[src/rtl/out_tx.sv]
// out_tx: transmit side of the OUT instruction.
// Takes the low byte of the issued GPR operand, buffers it in a FIFO and
// serialises it onto the UART TX line as 8N1, LSB first.
//
// Parameters:
//   CLK_PER_BIT  clocks per serial bit (>= 2)
//   DEPTH_LOG    log2 of FIFO depth
// Ports:
//   clk          system clock, rising edge
//   rstn         asynchronous active-low reset
//   issue_valid  OUT instruction issued, operand valid this cycle
//   issue_ready  byte enqueued this cycle (combinational)
//   speculating  branch unresolved; blocks enqueue only
//   data         GPR operand; data[7:0] is transmitted
//   txd          registered UART serial output, idle high
//   tx_empty     FIFO empty and serialiser idle
module out_tx #(
  parameter int CLK_PER_BIT = 868,
  parameter int DEPTH_LOG   = 4
) (
  input  logic        clk,
  input  logic        rstn,
  input  logic        issue_valid,
  output logic        issue_ready,
  input  logic        speculating,
  input  logic [31:0] data,
  output logic        txd,
  output logic        tx_empty
);

  localparam int DEPTH = 1 << DEPTH_LOG;
  localparam int BW    = $clog2(CLK_PER_BIT);
  localparam logic [BW-1:0]      BAUD_LAST = BW'(CLK_PER_BIT - 1);
  localparam logic [DEPTH_LOG:0] CNT_FULL  = (DEPTH_LOG + 1)'(DEPTH);

  typedef enum logic [1:0] {IDLE, START, DATA, STOP} state_t;

  state_t               state;
  logic [7:0]           mem [DEPTH];
  logic [DEPTH_LOG-1:0] wr_ptr;
  logic [DEPTH_LOG-1:0] rd_ptr;
  logic [DEPTH_LOG:0]   count;
  logic [BW-1:0]        baud;
  logic [2:0]           bit_idx;
  logic [7:0]           shift;
  logic                 push;
  logic                 pop;
  logic                 baud_done;
  logic                 unused_data_hi;

  assign unused_data_hi = ^data[31:8];

  always_comb begin
    issue_ready = issue_valid && !speculating && (count < CNT_FULL);
    push        = issue_ready;
    pop         = (state == IDLE) && (count != '0);
    baud_done   = (baud == BAUD_LAST);
    tx_empty    = (count == '0) && (state == IDLE);
  end

  always_ff @(posedge clk) begin
    if (push) mem[wr_ptr] <= data[7:0];
  end

  always_ff @(posedge clk or negedge rstn) begin
    if (!rstn) begin
      wr_ptr <= '0;
      rd_ptr <= '0;
      count  <= '0;
    end else begin
      if (push) wr_ptr <= wr_ptr + 1'b1;
      if (pop)  rd_ptr <= rd_ptr + 1'b1;
      case ({push, pop})
        2'b10:   count <= count + 1'b1;
        2'b01:   count <= count - 1'b1;
        default: count <= count;
      endcase
    end
  end

  // txd is registered, so each transition loads the level of the state being
  // entered; in DATA the next bit is shift[1] because the shift happens on the
  // same edge that drives it out.
  always_ff @(posedge clk or negedge rstn) begin
    if (!rstn) begin
      state   <= IDLE;
      txd     <= 1'b1;
      baud    <= '0;
      bit_idx <= '0;
      shift   <= '0;
    end else begin
      case (state)
        IDLE: begin
          txd <= 1'b1;
          if (pop) begin
            shift <= mem[rd_ptr];
            baud  <= '0;
            state <= START;
            txd   <= 1'b0;
          end
        end
        START: begin
          if (baud_done) begin
            baud    <= '0;
            bit_idx <= '0;
            state   <= DATA;
            txd     <= shift[0];
          end else begin
            baud <= baud + 1'b1;
          end
        end
        DATA: begin
          if (baud_done) begin
            baud <= '0;
            if (bit_idx == 3'd7) begin
              state <= STOP;
              txd   <= 1'b1;
            end else begin
              bit_idx <= bit_idx + 1'b1;
              shift   <= {1'b0, shift[7:1]};
              txd     <= shift[1];
            end
          end else begin
            baud <= baud + 1'b1;
          end
        end
        STOP: begin
          if (baud_done) begin
            baud  <= '0;
            state <= IDLE;
          end else begin
            baud <= baud + 1'b1;
          end
        end
        default: state <= IDLE;
      endcase
    end
  end

endmodule

[config.mk]
export PLATFORM = sky130hd
export DESIGN_NAME = out_tx
export DESIGN_NICKNAME = d
export VERILOG_FILES = /design/src/rtl/out_tx.sv
export SDC_FILE = /design/constraint.sdc
export NUM_CORES = 1
export LEC_CHECK = 0
export ABC_AREA = 1
export BUFFER_PORTS_ARGS = -buffer_cell sky130_fd_sc_hd__buf_2
export CAP_MARGIN = 15
export CORE_ASPECT_RATIO = 2
export CORE_UTILIZATION = 50
export CTS_CLUSTER_DIAMETER = 100
export CTS_CLUSTER_SIZE = 30
export DETAILED_ROUTE_END_ITERATION = 8
export GPL_TIMING_DRIVEN = 0
export PLACE_DENSITY = 0.67
export SLEW_MARGIN = 20
export SYNTH_ARGS = -nofsm -noshare
export SYNTH_HDL_FRONTEND = slang
export SYNTH_SLANG_ARGS = --single-unit
[constraint.sdc]
create_clock -name clk -period 3.1 [get_ports clk]
set_clock_uncertainty 0.1 [all_clocks]
set_input_delay 0.465 -clock clk [delete_from_list [all_inputs] [get_ports clk]]
set_output_delay 0.465 -clock clk [all_outputs]
set_load 0.02 [all_outputs]
==> results of run 1 <==
-- worst max-delay path, stage by stage (launching register included) --
cell and delay, ps:
dfrtp_1 420, inv_1 120, ha_1 250, nand2_1 130, inv_1 210, ha_1 180
buf_2 170, xor2_1 220, ha_1 220, nor2_1 60, nor2_1 140, nand2_1 90
nand3_1 70, nand2_1 50, nand2_1 40, o21ai_1 60
-- metal layers --
layer	global-route usage	wire (µm)	vias to the layer above	share of wire
met2	0.4897	10470	128	0.57
met5	0	0	-	0
met4	0.1653	1042	0	0.056
met1	0.2569	6415	2554	0.35
li1	-	-	2571	-
met3	0.04088	574	51	0.031
-- power groups by stage --
stage	Sequential [mW]	Clock [mW]	Combinational, mW
after floorplan	2.81	0	2.17
after global placement	2.83	0	3.03
after detailed placement	2.84	0	3.12
after CTS	2.80	2.03	3.14
after global routing	2.83	2.12	3.50
final	2.80	2.03	3.13
-- through the flow --
stage / instance area [µm²] / utilization
after global placement: 7846 / 0.5323
after detailed placement: 7846 / 0.5323
after CTS: 8411 / 0.5706
after floorplan: 7532 / -
after global routing: 8411 / 0.5706
final: 8411 / 0.5706
-- cell type report --
class                           count  area [µm²]  area share
Sequential cell                   165        4771      0.5672
Multi-Input combinational cell    482        2281      0.2712
Clock buffer                       18       429.2     0.05103
Inverter                           91       341.6     0.04061
Tap cell                          195       244.0     0.02901
Buffer                             28       138.9     0.01651
Clock inverter                     14       135.1     0.01607
Timing Repair Buffer               14       70.07    0.008331
-- path summary, 6_finish.rpt --
check	startpoint	to	slack, ps
max in group asynchronous	rstn	baud[6]	2270
hold reg to reg	shift[6]	shift[6]	380
setup reg to reg	state[0]	count[4]	430
min in group clk	data[7]	mem[11][7]	340
hold / removal	rstn	count[2]	60
setup / recovery	state[0]	count[4]	430
-- registers in the layout, indices dropped and copies added (netlist names) --
register / cells
count: 5
baud: 10
bit_idx: 3
mem: 128
shift: 8
txd: 1
rd_ptr: 4
state: 2
wr_ptr: 4
-- layout by cell type (no fill, tap or decap), types with 2 or more instances in the layout --
master and instances:
o211ai_1 4, clkinvlp_4 2, buf_1 2, inv_2 3
inv_1 84, a21oi_1 8, dfrtp_1 36, inv_6 2
xor2_1 9, buf_2 35, nor2_1 58, nor2_2 2
edfxtp_1 128, xnor2_1 3, nor3_1 4, clkinv_4 2
clkbuf_1 5, o21ai_1 7, nand3_1 84, ha_1 16
or2_1 2, bufinv_16 2, nand4_1 8, clkinv_1 8
clkbuf_16 17, o21ai_0 17, nand2_1 248, clkinv_2 2
-- logic make-up after synthesis --
| group | Yosys count | synth area share |
|---|---|---|
| AND/OR/NAND/NOR | 414 | 0.2329 |
| flip-flops | 165 | 0.6334 |
| buffers and inverters | 119 | 0.06379 |
| AO/OA/AOI/OAI | 40 | 0.02940 |
| adder cells (fa/ha/maj) | 16 | 0.02658 |
| XOR/XNOR | 12 | 0.01395 |
==> results_dict.tcl, run 1 <==
set metrics [dict create \
    outcome "complete, no violations" \
    insertion_delay_ps 430 \
    initial_core_util 0.5110 \
    clkPwrFrac 0.255 \
    holdBufCountCts 0 \
    cp_max_fo 7 \
    synth_area_mm2 0.007532 \
    p_sw_frac 0.3980 \
    cp-start-kind "flip-flop" \
    grt_util_all_layers 0.2625 \
    pre_cts_ws_ps 415.9 \
    drc 0 \
    hold_slack_ps 58.47 \
    syn_avg_cell_area_um2 9.833 \
    timing_hold_violations_final 0 \
    combinationalPowerShare 0.393 \
    synth_top_area_share 0.5103 \
    fmax_mhz 375.2 \
    drtAntennaViolNets 0 \
    antenna_found_initial 0 \
    fin_crit_sh 0.8597 \
    max-cap-violations 0 \
    ys_types 36 \
    grt_pass1_wl_mm 28.76 \
    synth_edf_count 128 \
    critPathCaptureType "flip-flop" \
    synth_common_cells "248 x nand2_1, 128 x edfxtp_1, 84 x inv_1, 84 x nand3_1, 58 x nor2_1" \
    final_cells 1007 \
    seqPwrFrac 0.352 \
    cts_buffer_depth 2 \
    fin_crit_ps 2665 \
    fp.dieH_um 175.6 \
    drive_above_1_share 0.09483 \
    p_per_area_mw_per_mm2 946.2 \
    clock_sinks 165 \
    irDropWorstVdd_mv 0.4983 \
    grt_pass1_vias 5453 \
    dp.cells 975 \
    drtIter0Drc 489 \
    ff2ff_path_depth 15 \
    core_area_mm2 0.01474 \
    cts_buffers 17 \
    vias 5304 \
    diodes 0 \
    first_pass_iters 5 \
    synthArstFlopShare 0.2242 \
    cts_tree "yes" \
    netlist_instances 766 \
    crit_required_ps 3310 \
    cts-htree-levels 4 \
    io_pins 39 \
    post_cts_resized 0 \
    grt-ovfl-total 0 \
    port_buffers 14 \
    grt_max_degree 38 \
    fin_tns_setup_ps 0 \
    synth.largest_area_cell "edfxtp_1" \
    setup_viol 0 \
    worst_slack_ps 434.9 \
    power.total_mw 7.958 \
    yosysSeqAreaShare 0.6334 \
    worst-setup-path-type "reg2reg" \
    p_leak_nw 3.671 \
    die_x_um 88.79 \
    fillerInstances 1289 \
    syn_nets 818 \
    dp_hpwl_mm 13.45 \
    slew_headroom 0.4092 \
    cts_setup_buffers 0 \
    dieArea_mm2 0.01559 \
    syn_to_final_growth_pct 11.66 \
    rows 63 \
    worst_hold_path_type "in2async" \
    synth.most_common_cell "nand2_1" \
    tightestPinTransition_ps 886.2 \
    synth_top_flop_cell "edfxtp_1" \
    finalWirelength_mm 18.51 \
    ys_top_cells_by_area "edfxtp_1 51%, nand2_1 12%, dfrtp_1 12%, nand3_1 5.6%, inv_1 4.2%" \
    vias_per_cell 5.267 \
    nets 851 \
    p_switching_mw 3.167 \
    wire_per_inst_um 18.38 \
    p_int_mw 4.791 \
    routabilityCongestion 0.9348 \
    synth.ff_latch_count 165 \
    rsz0062_at_grt "no" \
    path_clk_slew_ps 70 \
    cp.arrival_ps 2870 \
    final_max_slew_viol_count 0 \
    clockRootBuffer "clkbuf_16" \
    yosys_warnings 0 \
]
Note: power is estimated with default switching activity, not from simulation.
==> inputs of run 2 (changes only) <==
- clock period: 3.1 -> 2.85 ns (I/O delays scaled with it)
==> results_dict.tcl, run 2 (synthesized netlist as in run 1, its figures left out) <==
set metrics [dict create \
    outcome "complete, no violations" \
    vias_per_cell 5.294 \
    largest_register "mem" \
    insertion_delay_ps 430 \
    first_pass_iters 5 \
    multi_input_area_mm2 0.002291 \
    r2r_setup_slack_ps 340 \
    drtAntennaViolNets 0 \
    grt_pass1_wl_mm 28.76 \
    max-cap-violations 0 \
    holdBufCountCts 0 \
    cts_tree "yes" \
    antenna_found_initial 0 \
    p_sw_frac 0.3974 \
    final_cell_mix "248 x nand2_1, 128 x edfxtp_1, 84 x nand3_1, 83 x inv_1, 58 x nor2_1" \
    ff2ff_path_depth 15 \
    wire_per_inst_um 18.34 \
    timing.rr.start "state[0]" \
    io_pins 39 \
    cts-htree-levels 4 \
    p_int_mw 5.217 \
    rows 63 \
    worst-setup-path-type "reg2reg" \
    seq_area_mm2 0.004771 \
    die_x_um 88.79 \
    p_per_area_mw_per_mm2 1028 \
    worst_hold_path_type "in2async" \
    fmax_mhz 398.0 \
    core_area_mm2 0.01474 \
    cp-start-kind "flip-flop" \
    dieArea_mm2 0.01559 \
    tightestPinTransition_ps 868.1 \
    initial_core_util 0.5110 \
    fp.dieH_um 175.6 \
    routabilityCongestion 0.9348 \
    stdcell_area_mm2 0.008421 \
    final_max_slew_viol_count 0 \
    largestRegisters "mem (128), baud (10), shift (8)" \
    critPathCaptureType "flip-flop" \
    drc 0 \
    fillerInstances 1289 \
    nets 851 \
    dp_hpwl_mm 13.45 \
    worst_slack_ps 337.7 \
    irDropWorstVdd_mv 0.5457 \
    path_clk_slew_ps 70 \
    grt_pass1_vias 5453 \
    cts_buffer_depth 2 \
    port_buffers 14 \
    drtIter0Drc 479 \
    vias 5331 \
    cts_buffers 17 \
    diodes 0 \
    fin_tns_setup_ps 0 \
    hold_slack_ps 16.87 \
    finalWirelength_mm 18.47 \
    final_common_cell "nand2_1" \
    setup_viol 0 \
    grt_util_all_layers 0.2625 \
    cp_max_fo 7 \
    r2r-end "count[4]" \
    rsz0062_at_grt "no" \
    timing_hold_violations_final 0 \
    grt_max_degree 38 \
    combinationalPowerShare 0.394 \
    largest_register_ffs 128 \
    p_leak_nw 3.669 \
    fin_crit_sh 0.8815 \
    clock_sinks 165 \
    power.total_mw 8.658 \
    p_switching_mw 3.441 \
    pre_cts_ws_ps 165.9 \
    drive_above_1_share 0.09852 \
    clkPwrFrac 0.254 \
    crit_required_ps 3060 \
    clockRootBuffer "clkbuf_16" \
    fin_crit_ps 2512 \
    postPlaceCellArea_mm2 0.007846 \
    slew_headroom 0.4213 \
    cp.arrival_ps 2720 \
    seqPwrFrac 0.352 \
    syn_to_final_growth_pct 11.79 \
    grt-ovfl-total 0 \
]
## run 2: cell count changes in the layout (fill, tap and decap cells not counted)
cell / before / now
ha_1: 16 / 15
ha_2: 0 / 1
inv_1: 84 / 83
inv_2: 3 / 4
xor2_1: 9 / 8
xor2_2: 0 / 1
## run 2: power groups by stage
stage | Clock [mW] | Sequential [mW] | Combinational, mW
4_1_cts | 2.21 | 3.05 | 3.41
6_report | 2.20 | 3.05 | 3.41
3_5_place_dp | 0 | 3.09 | 3.39
3_3_place_gp | 0 | 3.08 | 3.29
5_1_grt | 2.30 | 3.08 | 3.82
2_1_floorplan | 0 | 3.06 | 2.36
## run 2: cell type report
type | instances | area share
tap | 195 | 0.02897
buffer | 28 | 0.01649
clock inverter | 14 | 0.01605
timing repair buffer | 14 | 0.008321
clock buffer | 18 | 0.05097
sequential | 165 | 0.5666
inverter | 91 | 0.04056
multi-input combinational | 482 | 0.2721
## run 2: stage by stage
step	util	std cells
final	0.5713	1007
after floorplan	-	766
after detailed placement	0.5323	975
after global routing	0.5713	1007
after CTS	0.5706	1007
after global placement	0.5323	975
## run 2: how the worst max path moves through the flow
stage | endpoint | depth (start not counted) | slack (ps) | start
after floorplan | count[4] | 15 | 560 | state[0]
after detailed placement | count[4] | 15 | 170 | state[0]
after CTS | count[4] | 16 | 140 | state[0]
after global routing | count[4] | 16 | 50 | state[1]
after global placement | count[4] | 15 | 260 | state[0]
final | count[4] | 15 | 340 | state[0]
## run 2: worst max-delay path, cell delays in order, from the launching register on
cell and delay [ps]:
dfrtp_1 420, inv_1 120, ha_2 230, nand2_1 120
inv_2 140, ha_1 150, buf_2 190, xor2_2 180
ha_1 210, nor2_1 60, nor2_1 140, nand2_1 90
nand3_1 70, nand2_1 50, nand2_1 40, o21ai_1 60
## run 2: per-layer routing
layer | vias to the layer above | part of all wire | GRT usage
li1 | 2570 | - | -
met1 | 2546 | 0.34 | 0.2569
met2 | 159 | 0.57 | 0.4897
met3 | 56 | 0.037 | 0.04088
met4 | 0 | 0.058 | 0.1653
met5 | - | 0 | 0
## run 2: what timing repair did
item                                    4_1_cts  5_1_grt
gates resized for setup                       0        3
endpoints found under the hold margin         0        0
buffers inserted                              0        0
endpoints found under the setup margin        0        1
